$ cat src/rtl/period_line_readout.sv
// period_line_readout
//
// Serialises one image line of measured pixel periods. On CAPTURE (while idle)
// the flat PERIOD_IN bus is snapshotted into a shadow register. The snapshot is
// then shifted out one bit per accepted transfer under a SER_VALID/READY
// handshake. Pixel 0 goes first, and each word is sent MSB first.
//
// Optional feature macro: READOUT_ZERO_FLAG_EN
//   When defined, each word gains a leading flag bit. The flag is 1 when that
//   pixel's period is zero, meaning no edge was measured.
//
// Parameters
//   PIXELS        pixels per line (>= 1)
//   COUNTER_BITS  width of each period value (>= 2)
//
// Ports
//   CLK          rising-edge clock
//   RST_N        synchronous active-low reset
//   CAPTURE      single-cycle request to snapshot PERIOD_IN and start a line
//   PERIOD_IN    pixel i occupies [i*COUNTER_BITS +: COUNTER_BITS]
//   READY        downstream accepts the current bit
//   SER_OUT      serial data bit (0 when idle)
//   SER_VALID    SER_OUT holds a valid bit
//   FRAME_START  high while the first bit of a line is presented
//   BUSY         high while a line is being transmitted
//   LINE_DONE    one-cycle pulse after the final bit transfers
//   OVERRUN      sticky; set by CAPTURE while busy, cleared only by reset
module period_line_readout #(
    parameter int unsigned PIXELS       = 4,
    parameter int unsigned COUNTER_BITS = 15
) (
    input  logic                           CLK,
    input  logic                           RST_N,
    input  logic                           CAPTURE,
    input  logic [PIXELS*COUNTER_BITS-1:0] PERIOD_IN,
    input  logic                           READY,
    output logic                           SER_OUT,
    output logic                           SER_VALID,
    output logic                           FRAME_START,
    output logic                           BUSY,
    output logic                           LINE_DONE,
    output logic                           OVERRUN
);

`ifdef READOUT_ZERO_FLAG_EN
    localparam int unsigned WORD_BITS = COUNTER_BITS + 1;
`else
    localparam int unsigned WORD_BITS = COUNTER_BITS;
`endif
    localparam int unsigned LINE_BITS = PIXELS * WORD_BITS;
    localparam int unsigned CNT_BITS  = (LINE_BITS > 1) ? $clog2(LINE_BITS) : 1;
    localparam logic [CNT_BITS-1:0] LAST_BIT = CNT_BITS'(LINE_BITS - 1);

    typedef enum logic {StIdle, StShift} state_t;

    state_t                state_q, state_d;
    logic [LINE_BITS-1:0]  shadow_q;
    logic [CNT_BITS-1:0]   bit_cnt_q;
    logic                  line_done_q;
    logic                  overrun_q;

    logic [LINE_BITS-1:0]  load_word;
    logic                  transfer;
    logic                  last_transfer;

    // Pixel 0 is packed into the top of the shadow register, so the next bit
    // to send is always the register MSB and a transfer is a plain left shift.
    always_comb begin
        load_word = '0;
        for (int i = 0; i < PIXELS; i++) begin
`ifdef READOUT_ZERO_FLAG_EN
            load_word[(PIXELS-1-i)*WORD_BITS +: WORD_BITS] =
                {(PERIOD_IN[i*COUNTER_BITS +: COUNTER_BITS] == '0),
                 PERIOD_IN[i*COUNTER_BITS +: COUNTER_BITS]};
`else
            load_word[(PIXELS-1-i)*WORD_BITS +: WORD_BITS] =
                PERIOD_IN[i*COUNTER_BITS +: COUNTER_BITS];
`endif
        end
    end

    // Next-state and output decode. All outputs depend only on registered
    // state, so no path runs from READY or CAPTURE to any output.
    always_comb begin
        state_d       = state_q;
        transfer      = 1'b0;
        last_transfer = 1'b0;
        SER_OUT       = 1'b0;
        SER_VALID     = 1'b0;
        BUSY          = 1'b0;
        FRAME_START   = 1'b0;
        case (state_q)
            StIdle: begin
                if (CAPTURE) begin
                    state_d = StShift;
                end
            end
            StShift: begin
                SER_VALID   = 1'b1;
                BUSY        = 1'b1;
                SER_OUT     = shadow_q[LINE_BITS-1];
                FRAME_START = (bit_cnt_q == '0);
                transfer    = READY;
                if (READY && (bit_cnt_q == LAST_BIT)) begin
                    last_transfer = 1'b1;
                    state_d       = StIdle;
                end
            end
            default: state_d = StIdle;
        endcase
    end

    always_ff @(posedge CLK) begin
        if (!RST_N) begin
            state_q     <= StIdle;
            shadow_q    <= '0;
            bit_cnt_q   <= '0;
            line_done_q <= 1'b0;
            overrun_q   <= 1'b0;
        end else begin
            state_q     <= state_d;
            line_done_q <= last_transfer;
            if ((state_q == StIdle) && CAPTURE) begin
                shadow_q  <= load_word;
                bit_cnt_q <= '0;
            end else if (transfer) begin
                shadow_q <= {shadow_q[LINE_BITS-2:0], 1'b0};
                // Hold at the terminal count; the next capture reloads zero.
                if (!last_transfer) begin
                    bit_cnt_q <= bit_cnt_q + CNT_BITS'(1);
                end
            end
            // A capture while shifting is dropped; only the sticky flag records it.
            if ((state_q == StShift) && CAPTURE) begin
                overrun_q <= 1'b1;
            end
        end
    end

    assign LINE_DONE = line_done_q;
    assign OVERRUN   = overrun_q;

endmodule

$ cat config.mk
export PLATFORM = sky130hd
export DESIGN_NAME = period_line_readout
export DESIGN_NICKNAME = d
export VERILOG_FILES = /design/src/rtl/period_line_readout.sv
export SDC_FILE = /design/constraint.sdc
export NUM_CORES = 1
export LEC_CHECK = 0
export ABC_AREA = 1
export BUFFER_PORTS_ARGS = -buffer_cell sky130_fd_sc_hd__buf_2
export CAP_MARGIN = 20
export CORE_MARGIN = 4
export CORE_UTILIZATION = 35
export DETAILED_ROUTE_END_ITERATION = 10
export SETUP_SLACK_MARGIN = 0.02
export SYNTH_ARGS = -nofsm -noshare
export SYNTH_HDL_FRONTEND = slang
export SYNTH_SLANG_ARGS = --single-unit
$ cat constraint.sdc
create_clock -name CLK -period 1.5 [get_ports CLK]
set_input_delay 0.075 -clock CLK [delete_from_list [all_inputs] [get_ports CLK]]
set_output_delay 0.075 -clock CLK [all_outputs]
set_load 0.005 [all_outputs]
==> results of run 1 <==
worst min-delay path by stage:
stage	start	endpoint	slack (ps)	depth (start not counted)
after floorplan	CAPTURE	OVERRUN	220	2
after global placement	CAPTURE	OVERRUN	330	3
after detailed placement	CAPTURE	OVERRUN	330	3
after CTS	PERIOD_IN[2]	shadow_q[47]	20	3
after global routing	PERIOD_IN[33]	shadow_q[18]	20	3
final	PERIOD_IN[22]	shadow_q[37]	30	3
worst max-delay path: stages (launching register included):
cell	delay [ps]
dfxtp_2	320
buf_6	120
inv_4	50
ha_4	100
nand4_1	80
nor3_2	170
buf_2	130
final cells by class:
| type | instances | area, sq um |
|---|---|---|
| fillers | 850 | 4530 |
| flip-flops and latches | 69 | 1390 |
| inverters | 17 | 71.3 |
| clock inverters | 4 | 45.0 |
| multi-input cells | 240 | 1340 |
| well taps | 105 | 131 |
| clock buffers | 12 | 165 |
| repair buffers | 87 | 553 |
cell usage after synthesis (5+ instances only):
| library cell | number | area (sq um) |
|---|---|---|
| buf_4 | 10 | 75.1 |
| dfxtp_1 | 69 | 1380 |
| buf_2 | 10 | 50.1 |
| a21oi_1 | 56 | 280 |
| inv_1 | 15 | 56.3 |
| o21ai_0 | 28 | 140 |
| nand2_1 | 29 | 109 |
| a21oi_2 | 10 | 87.6 |
| clkbuf_1 | 8 | 30.0 |
| nand4_1 | 5 | 31.3 |
| o21ai_1 | 34 | 170 |
| o22ai_1 | 54 | 338 |
| nor2_1 | 7 | 26.3 |
| nand3_1 | 8 | 40.0 |
kinds of logic (layout without fill, tap and decap cells):
family                   after synthesis  count (layout)  share of synthesized area (%)
buffers and inverters                 49             120                           9.08
AND/OR/NAND/NOR                       55              55                           8.91
flip-flops                            69              69                           46.6
AO/OA/AOI/OAI                        182             182                           34.3
XOR/XNOR                               1               1                          0.296
adder cells (fa/ha/maj)                2               2                          0.844
sequential cells by signal (all words and copies together) (netlist names):
name       flops
shadow_q      60
bit_cnt_q      6
LINE_DONE      1
OVERRUN        1
state_q        1
power breakdown:
part | switching [mW] | total [mW] | internal [mW] | leakage [nW]
clock network | 0.677 | 1.57 | 0.896 | 0.112
logic | 0.355 | 0.649 | 0.294 | 0.805
registers | 0.0785 | 2.07 | 1.99 | 0.571
routing by layer:
metal | track usage, % | up-vias | wire (microns)
met1 | 19.8 | 1292 | 3420
met3 | 4.79 | 10 | 428
met2 | 23.4 | 66 | 3430
met4 | 5.08 | 2 | 106
met5 | 0 | - | 7
li1 | - | 1431 | -
metrics by stage:
step | cells | TNS, ps | utilization [%] | hold WS, ps | total power, mW
after global placement | 512 | 0 | 41.3 | 333 | 2.72
after detailed placement | 512 | 0 | 41.3 | 332 | 2.74
final | 534 | 0 | 44.9 | 34.8 | 4.29
after floorplan | 358 | 0 | - | 219 | 2.54
after CTS | 529 | 0 | 44.0 | 15.0 | 4.32
after global routing | 534 | -19.7 | 44.9 | 20.9 | 4.53
what timing repair did:
item | CTS | global route
gates resized for setup | 0 | 13
buffers inserted | 0 | 5
endpoints found under the setup margin | 0 | 29
hold endpoints to repair | 1 | 0
hold buffers | 1 | 0
==> impl_metrics.yaml, run 1 <==
final_layout:
  drive_gt1_share_pct: 29.6
  n_antenna_cell: 0
  final_cell_mix: "buf_2 (69), dfxtp_1 (66), a21oi_1 (56), o22ai_1 (54), o21ai_1 (34)"
  final_nets: 490
  stdcell_area_sq_um: 3690
  syn_to_final_growth_pct: 24.4
  layout_commonest_cell: "buf_2"
die:
  die_x_microns: 100
  die_h_microns: 100
  ios: 70
  coreArea_sq_um: 8220
  start_util_pct: 36.1
  rows: 33
  die_area_sq_um: 10000
detailed_routing:
  antenna_left: 0
  wl_mm: 7.39
  dr.pass1.iters: 4
  drt_iter0_markers: 112
  drc_errors: 0
  vias_per_cell: 5.25
  wire_per_inst_microns: 13.8
  num_vias: 2801
cts:
  clockRootBuffer: "clkbuf_8"
  cts_buffers: 9
  clock_latency_ps: 330
  clk_pin_slew_ps: 80
  cts_sinks: 69
  cts_tree: "done"
  htreeDepth: 3
  clockBufferDepth: 2
sta:
  finalCritPeriodShare_pct: 92.2
  fin_skew_ps: 8.32
  finalHoldViolCount: 0
  finalMaxSlewViolations: 0
  setup_viol: 0
  tightest_slew_ps: 368
  fmax_ghz: 0.723
  setup_slack_ps: 117
  period_minus_slack_ps: 1380
  relSlewSlack_pct: 75.4
  rsz0062_at_grt: "yes"
synth:
  avgSynthCellArea_sq_um: 8.28
  synth_cells: 358
  synth_top_flop_cell: "dfxtp_1"
  syn_area_sq_um: 2960
  ys_seq_elements: 69
  ys_seq_area_share_pct: 46.6
  syn_nets: 424
  yosys_warnings: 0
  synth_edf_count: 0
  ys_types: 23
  async_reset_ff_share_pct: 0
min_path:
  holdCritPathClass: "in -> reg"
grt:
  antenna_found_initial: 1
  grt_usage_pct: 15.0
  overflow: 0
  grt_pass1_wl_mm: 12.2
  grt_pass1_vias: 2631
  grt_max_degree: 57
critical_path:
  crit_type: "reg -> out"
  crit-reg2reg-capture: "bit_cnt_q[2]"
  r2r_cells: 8
  required_ps: 1420
  cp.arrival_ps: 1310
  timing.rr.start: "bit_cnt_q[1]"
  setup.worst_path.end: "FRAME_START"
  end_kind: "primary output"
  cp_max_fo: 3
  rrSetupSlack_ps: 130
  critPathLaunchType: "flip-flop"
  startpoint: "bit_cnt_q[1]"
placed_design:
  hpwl_mm: 4.81
  numPortBuffers: 69
  place_area_sq_um: 3390
  place_ws_ps: 102
  routabilityCongestion: 0.781
run_status:
  status: "completed"
run:
  maxCapViolations: 0
power_and_ir_drop:
  vdd_drop_max_mv: 0.662
  pwr_density_cell_nw_per_um2: 1160
  power_leakage_nw: 1.49
Note: power is estimated with default switching activity, not from simulation.
==> run 2, diff against run 1 <==
--- a/config.mk
+++ b/config.mk
@@ -9,8 +9,9 @@
 export BUFFER_PORTS_ARGS = -buffer_cell sky130_fd_sc_hd__buf_2
 export CAP_MARGIN = 20
 export CORE_MARGIN = 4
-export CORE_UTILIZATION = 35
+export CORE_UTILIZATION = 53
 export DETAILED_ROUTE_END_ITERATION = 10
+export PLACE_DENSITY = 0.79
 export SETUP_SLACK_MARGIN = 0.02
 export SYNTH_ARGS = -nofsm -noshare
 export SYNTH_HDL_FRONTEND = slang
==> run 2 against run 1 <==
Against the previous run:
- clock skew down 1.9 ps
- final cell count is 8.4% lower
- global-route usage rose by 5.1 points
- sequential share of layout area up 1.5 points
- first-iteration DRC count is 43% higher
- clock power decreased by 4%
- fmax decreased by 0.38%
- flip-flop and latch count is the same
- routed wire length decreased by 9.8%
==> impl_metrics.yaml, run 2 (synthesis results as in run 1) <==
cts:
  cts_tree: "done"
  clockRootBuffer: "clkbuf_8"
  clk_pin_slew_ps: 70
  post-cts-setup-buffer-count: 0
  clockBufferDepth: 2
  cts_buffers: 9
  clock_latency_ps: 330
  htreeDepth: 3
  cts_sinks: 69
die:
  die_h_microns: 82.8
  die_x_microns: 82.8
  start_util_pct: 56.2
  coreArea_sq_um: 5270
  rows: 26
  die_area_sq_um: 6850
  ios: 70
min_path:
  hp-start: "CAPTURE"
  holdCritPathClass: "in -> reg"
sta:
  finalHoldViolCount: 0
  period_minus_slack_ps: 1390
  setup_viol: 0
  whs_ps: 16.4
  tightest_slew_ps: 334
  rsz0062_at_grt: "no"
  finalMaxSlewViolations: 0
  finalCritPeriodShare_pct: 92.6
  fmax_ghz: 0.720
  relSlewSlack_pct: 77.7
  tns_ps: 0
  fin_skew_ps: 6.46
critical_path:
  crit_type: "reg -> out"
  critPathLaunchType: "flip-flop"
  timing.rr.start: "state_q"
  end_kind: "primary output"
  cp_max_fo: 5
  required_ps: 1420
  cp.arrival_ps: 1310
  startpoint: "bit_cnt_q[0]"
detailed_routing:
  drt_iter0_markers: 160
  num_vias: 2786
  dr.pass1.iters: 5
  wl_mm: 6.67
  vias_per_cell: 5.70
  wire_per_inst_microns: 13.6
  antenna_left: 0
  drc_errors: 0
final_layout:
  n_antenna_cell: 0
  nFillCells: 453
  multiInputGateArea_sq_um: 1330
  top_regs: "shadow_q (60), bit_cnt_q (6)"
  final_nets: 481
  largest_reg_flops: 60
  fin_util_pct: 67.2
  final_cell_mix: "buf_2 (69), dfxtp_1 (68), a21oi_1 (56), o22ai_1 (54), o21ai_1 (34)"
  regArea_sq_um: 1380
  largest_register: "shadow_q"
  syn_to_final_growth_pct: 19.5
  layout_commonest_cell: "buf_2"
  drive_gt1_share_pct: 26.7
grt:
  grt_usage_pct: 20.2
  grt_max_degree: 71
  grt_pass1_vias: 2546
  overflow: 0
  antenna_found_initial: 0
  grt_pass1_wl_mm: 10.7
placed_design:
  hpwl_mm: 4.29
  routabilityCongestion: 0.779
  numPortBuffers: 69
power_and_ir_drop:
  pwr_density_cell_nw_per_um2: 1180
  power_leakage_nw: 1.42
  vdd_drop_max_mv: 0.788
run:
  maxCapViolations: 0
run_status:
  status: "completed"
-- run 2: cell count changes in the layout (fill, tap and decap cells not counted), moves of 2 or more --
cell        change
buf_12          -2
dfxtp_1         +2
inv_1           +2
clkinv_2        -3
dfxtp_2         -2
clkinvlp_4      +2
buf_6           -2
buf_4           -5
-- run 2: metrics by stage --
stage / worst slack [ps] / instances / area, sq um / total power, mW
2_1_floorplan: 213 / 358 / 2960 / 2.54
3_3_place_gp: 129 / 474 / 3310 / 2.70
6_report: 111 / 489 / 3540 / 4.19
4_1_cts: 52.9 / 489 / 3510 / 4.21
5_1_grt: 21.8 / 489 / 3540 / 4.40
3_5_place_dp: 75.2 / 474 / 3310 / 2.71
-- run 2: area by class of cell --
| type | instances | area share, % |
|---|---|---|
| sequential | 69 | 39.0 |
| multi-input combinational | 240 | 37.6 |
| timing repair buffer | 78 | 13.3 |
| clock buffer | 12 | 4.38 |
| tap | 70 | 2.47 |
| inverter | 17 | 1.94 |
| clock inverter | 3 | 1.27 |
-- run 2: timing repair --
item,in CTS,in global routing
hold buffers,0,0
setup endpoints to repair,0,8
resized for setup,0,6
-- run 2: worst max-delay path, stage by stage (launching register included) --
cell	delay, ps
dfxtp_1	400
inv_1	100
ha_1	210
nand4_1	110
nor3_2	40
buf_2	130
-- run 2: path summary, 6_finish.rpt --
| kind | to | slack, ps | cells after the start |
|---|---|---|---|
| worst min-delay path | OVERRUN | 20 | 3 |
| worst max register to register | shadow_q[36] | 150 | 7 |
| worst max-delay path | FRAME_START | 110 | 5 |
| worst min register to register | shadow_q[27] | 460 | 2 |
-- run 2: routing by layer --
| layer | global-route usage, % | wire, microns | vias to the layer above |
|---|---|---|---|
| li1 | - | - | 1423 |
| met1 | 24.2 | 2940 | 1257 |
| met2 | 34.2 | 3130 | 96 |
| met3 | 6.48 | 512 | 10 |
| met4 | 6.37 | 85 | 0 |
| met5 | 0 | 0 | - |
-- run 2: where the power goes --
part	internal [mW]	switching (mW)	total, mW	leakage (nW)
logic	0.274	0.344	0.618	0.757
clock network	0.850	0.658	1.51	0.0947
registers	1.99	0.0796	2.07	0.570
==> run 3, diff against run 2 <==
--- a/config.mk
+++ b/config.mk
@@ -5,13 +5,12 @@
 export SDC_FILE = /design/constraint.sdc
 export NUM_CORES = 1
 export LEC_CHECK = 0
-export ABC_AREA = 1
 export BUFFER_PORTS_ARGS = -buffer_cell sky130_fd_sc_hd__buf_2
 export CAP_MARGIN = 20
 export CORE_MARGIN = 4
-export CORE_UTILIZATION = 53
+export CORE_UTILIZATION = 56
 export DETAILED_ROUTE_END_ITERATION = 10
-export PLACE_DENSITY = 0.79
+export PLACE_DENSITY = 0.82
 export SETUP_SLACK_MARGIN = 0.02
 export SYNTH_ARGS = -nofsm -noshare
 export SYNTH_HDL_FRONTEND = slang
==> constraint.sdc (replaced) <==
create_clock -name CLK -period 1.65 [get_ports CLK]
set_input_delay 0.0825 -clock CLK [delete_from_list [all_inputs] [get_ports CLK]]
set_output_delay 0.0825 -clock CLK [all_outputs]
set_load 0.005 [all_outputs]
==> run 3 against run 2 <==
Against the previous run:
- sequential share of layout area fell by 1.5 points
- highest routed layer unchanged
- flip-flop and latch count is the same
- clock power shrank 5%
- hold slack better by 26 ps
- largest cell class is now multi-input gates
- combinational power shrank 17%
==> impl_metrics.yaml, run 3 <==
power_and_ir_drop:
  pwr_density_cell_nw_per_um2: 1040
  power_leakage_nw: 1.79
  vdd_drop_max_mv: 0.619
synth:
  synth_area_leader_cell: "dfxtp_1"
  synth.area.top_cells: "dfxtp_1 (44%), mux2i_1 (20%), a211oi_1 (14%)"
  avgSynthCellArea_sq_um: 9.78
  synth_top_flop_cell: "dfxtp_1"
  ys_seq_elements: 69
  yosys_warnings: 0
  syn_nets: 386
  synth_cells: 320
  post-synth-top-count-cell: "dfxtp_1"
  async_reset_ff_share_pct: 0
  synth_edf_count: 0
  ys_types: 27
  ys_seq_area_share_pct: 44.1
  yosysTopAreaCellShare_pct: 44.1
  syn_area_sq_um: 3130
  synth_common_cells: "dfxtp_1 (69), mux2i_1 (62), nor2_1 (62), a211oi_1 (60), clkbuf_1 (16)"
grt:
  antenna_found_initial: 0
  grt_max_degree: 85
  grt_pass1_wl_mm: 10.5
  grt_pass1_vias: 2372
  overflow: 0
  grt_usage_pct: 19.9
sta:
  finalMaxSlewViolations: 0
  relSlewSlack_pct: 67.6
  fmax_ghz: 0.718
  whs_ps: 42.6
  tns_ps: 0
  rsz0062_at_grt: "no"
  finalCritPeriodShare_pct: 84.4
  finalHoldViolCount: 0
  tightest_slew_ps: 486
  period_minus_slack_ps: 1390
  setup_viol: 0
  fin_skew_ps: 5.80
critical_path:
  path_buf_inv: 1
  path_cells: "nand2b_4, buf_12, mux2i_1, a211oi_1"
  slowest_delay_ps: 400
  crit_slowest_cell: "dfxtp_1"
  required_ps: 1890
  end_kind: "flip-flop"
  rrSetupSlack_ps: 260
  critPathLaunchType: "flip-flop"
  r2r_cells: 4
  cp.depth: 4
  cp_top_family: "flip-flops"
  crit_type: "reg -> reg"
  cp_max_fo: 23
  cp.arrival_ps: 1630
die:
  die_h_microns: 82.8
  coreArea_sq_um: 5270
  die_x_microns: 82.8
  die_area_sq_um: 6850
  start_util_pct: 59.4
  rows: 26
  ios: 70
run_status:
  status: "completed"
final_layout:
  drive_gt1_share_pct: 24.2
  top_regs: "shadow_q (60), bit_cnt_q (6)"
  syn_to_final_growth_pct: 17.5
  largest_reg_flops: 60
  largest_register: "shadow_q"
  stdcell_area_sq_um: 3680
  final_cell_mix: "dfxtp_1 (69), buf_2 (69), mux2i_1 (62), nor2_1 (62), a211oi_1 (60)"
  finalNonFillerCells: 455
  n_antenna_cell: 0
  final_nets: 446
detailed_routing:
  drc_errors: 0
  wl_mm: 6.29
  vias_per_cell: 5.45
  wl_met2_mm: 3.02
  highest-signal-layer: "met4"
  dr_wl_met3_microns: 389
  wire_per_inst_microns: 13.8
  drt_iter0_markers: 109
  num_vias: 2482
  drt-met1-wl_mm: 2.79
  antenna_left: 0
  dr.pass1.iters: 4
cts:
  cts_sinks: 69
  cts-resized-gates: 0
  cts_buffers: 9
  clockBufferDepth: 2
  clockRootBuffer: "clkbuf_8"
  hold_buffers: 1
  post-cts-setup-buffer-count: 0
  cts_tree: "done"
  clk_pin_slew_ps: 70
  clock_latency_ps: 330
  htreeDepth: 3
placed_design:
  numPortBuffers: 69
  hpwl_mm: 4.37
  routabilityCongestion: 0.737
  place_area_sq_um: 3460
  dpl.cell_count: 438
min_path:
  holdPathStages: 3
  holdCritPathClass: "in -> reg"
run:
  maxCapViolations: 0
==> run 3: cell count changes after synthesis, sizes merged, moves of 53 or more <==
cell    change
o21ai      -60
nor2       +53
o22ai      -54
a211oi     +60
mux2i      +62
a21oi      -61
==> run 3: routing by layer <==
metal,GRT usage [%],up-vias
li1,-,1281
met1,25.2,1136
met2,32.4,57
met3,5.21,8
met4,7.84,0
met5,0,-
==> run 3: tightest hold or removal path, cell delays in order <==
cell	delay, ps
buf_2	150
nand2_1	70
nor2_1	30
==> run 3: worst paths after layout <==
kind	from	to
worst max-delay path	state_q	shadow_q[42]
worst min-delay path	RST_N	shadow_q[0]
worst max register to register	state_q	shadow_q[42]
worst min register to register	OVERRUN	OVERRUN
==> run 3: layout make-up <==
class / instances / area, sq um
Timing Repair Buffer: 78 / 465
Fill cell: 441 / 1590
Clock buffer: 11 / 131
Multi-Input combinational cell: 218 / 1520
Clock inverter: 5 / 75.1
Inverter: 4 / 15.0
Tap cell: 70 / 87.6
Sequential cell: 69 / 1380
==> run 3: per-stage QoR <==
stage	worst slack, ps	power (mW)	util [%]
floorplan	361	2.28	-
global placement	324	2.40	65.6
detailed placement	256	2.41	65.6
CTS	238	3.86	69.8
global route	152	4.01	69.8
finish	257	3.81	69.8
==> run 3: where the power goes <==
group / leakage, nW / switching [mW] / total [mW] / internal (mW)
Combinational: 1.12 / 0.253 / 0.513 / 0.260
Sequential: 0.569 / 0.0691 / 1.87 / 1.80
Clock: 0.107 / 0.590 / 1.43 / 0.844
==> run 3: cell families (layout without fill, tap and decap cells) <==
family | Yosys count | in the layout | share of synthesized area, %
buffers and inverters | 33 | 98 | 7.44
DFF | 69 | 69 | 44.1
AOI/OAI and AO/OA | 70 | 70 | 16.2
and+or+nand+nor | 84 | 84 | 11.6
adders and majority gates | 2 | 2 | 0.800
muxes | 62 | 62 | 19.8
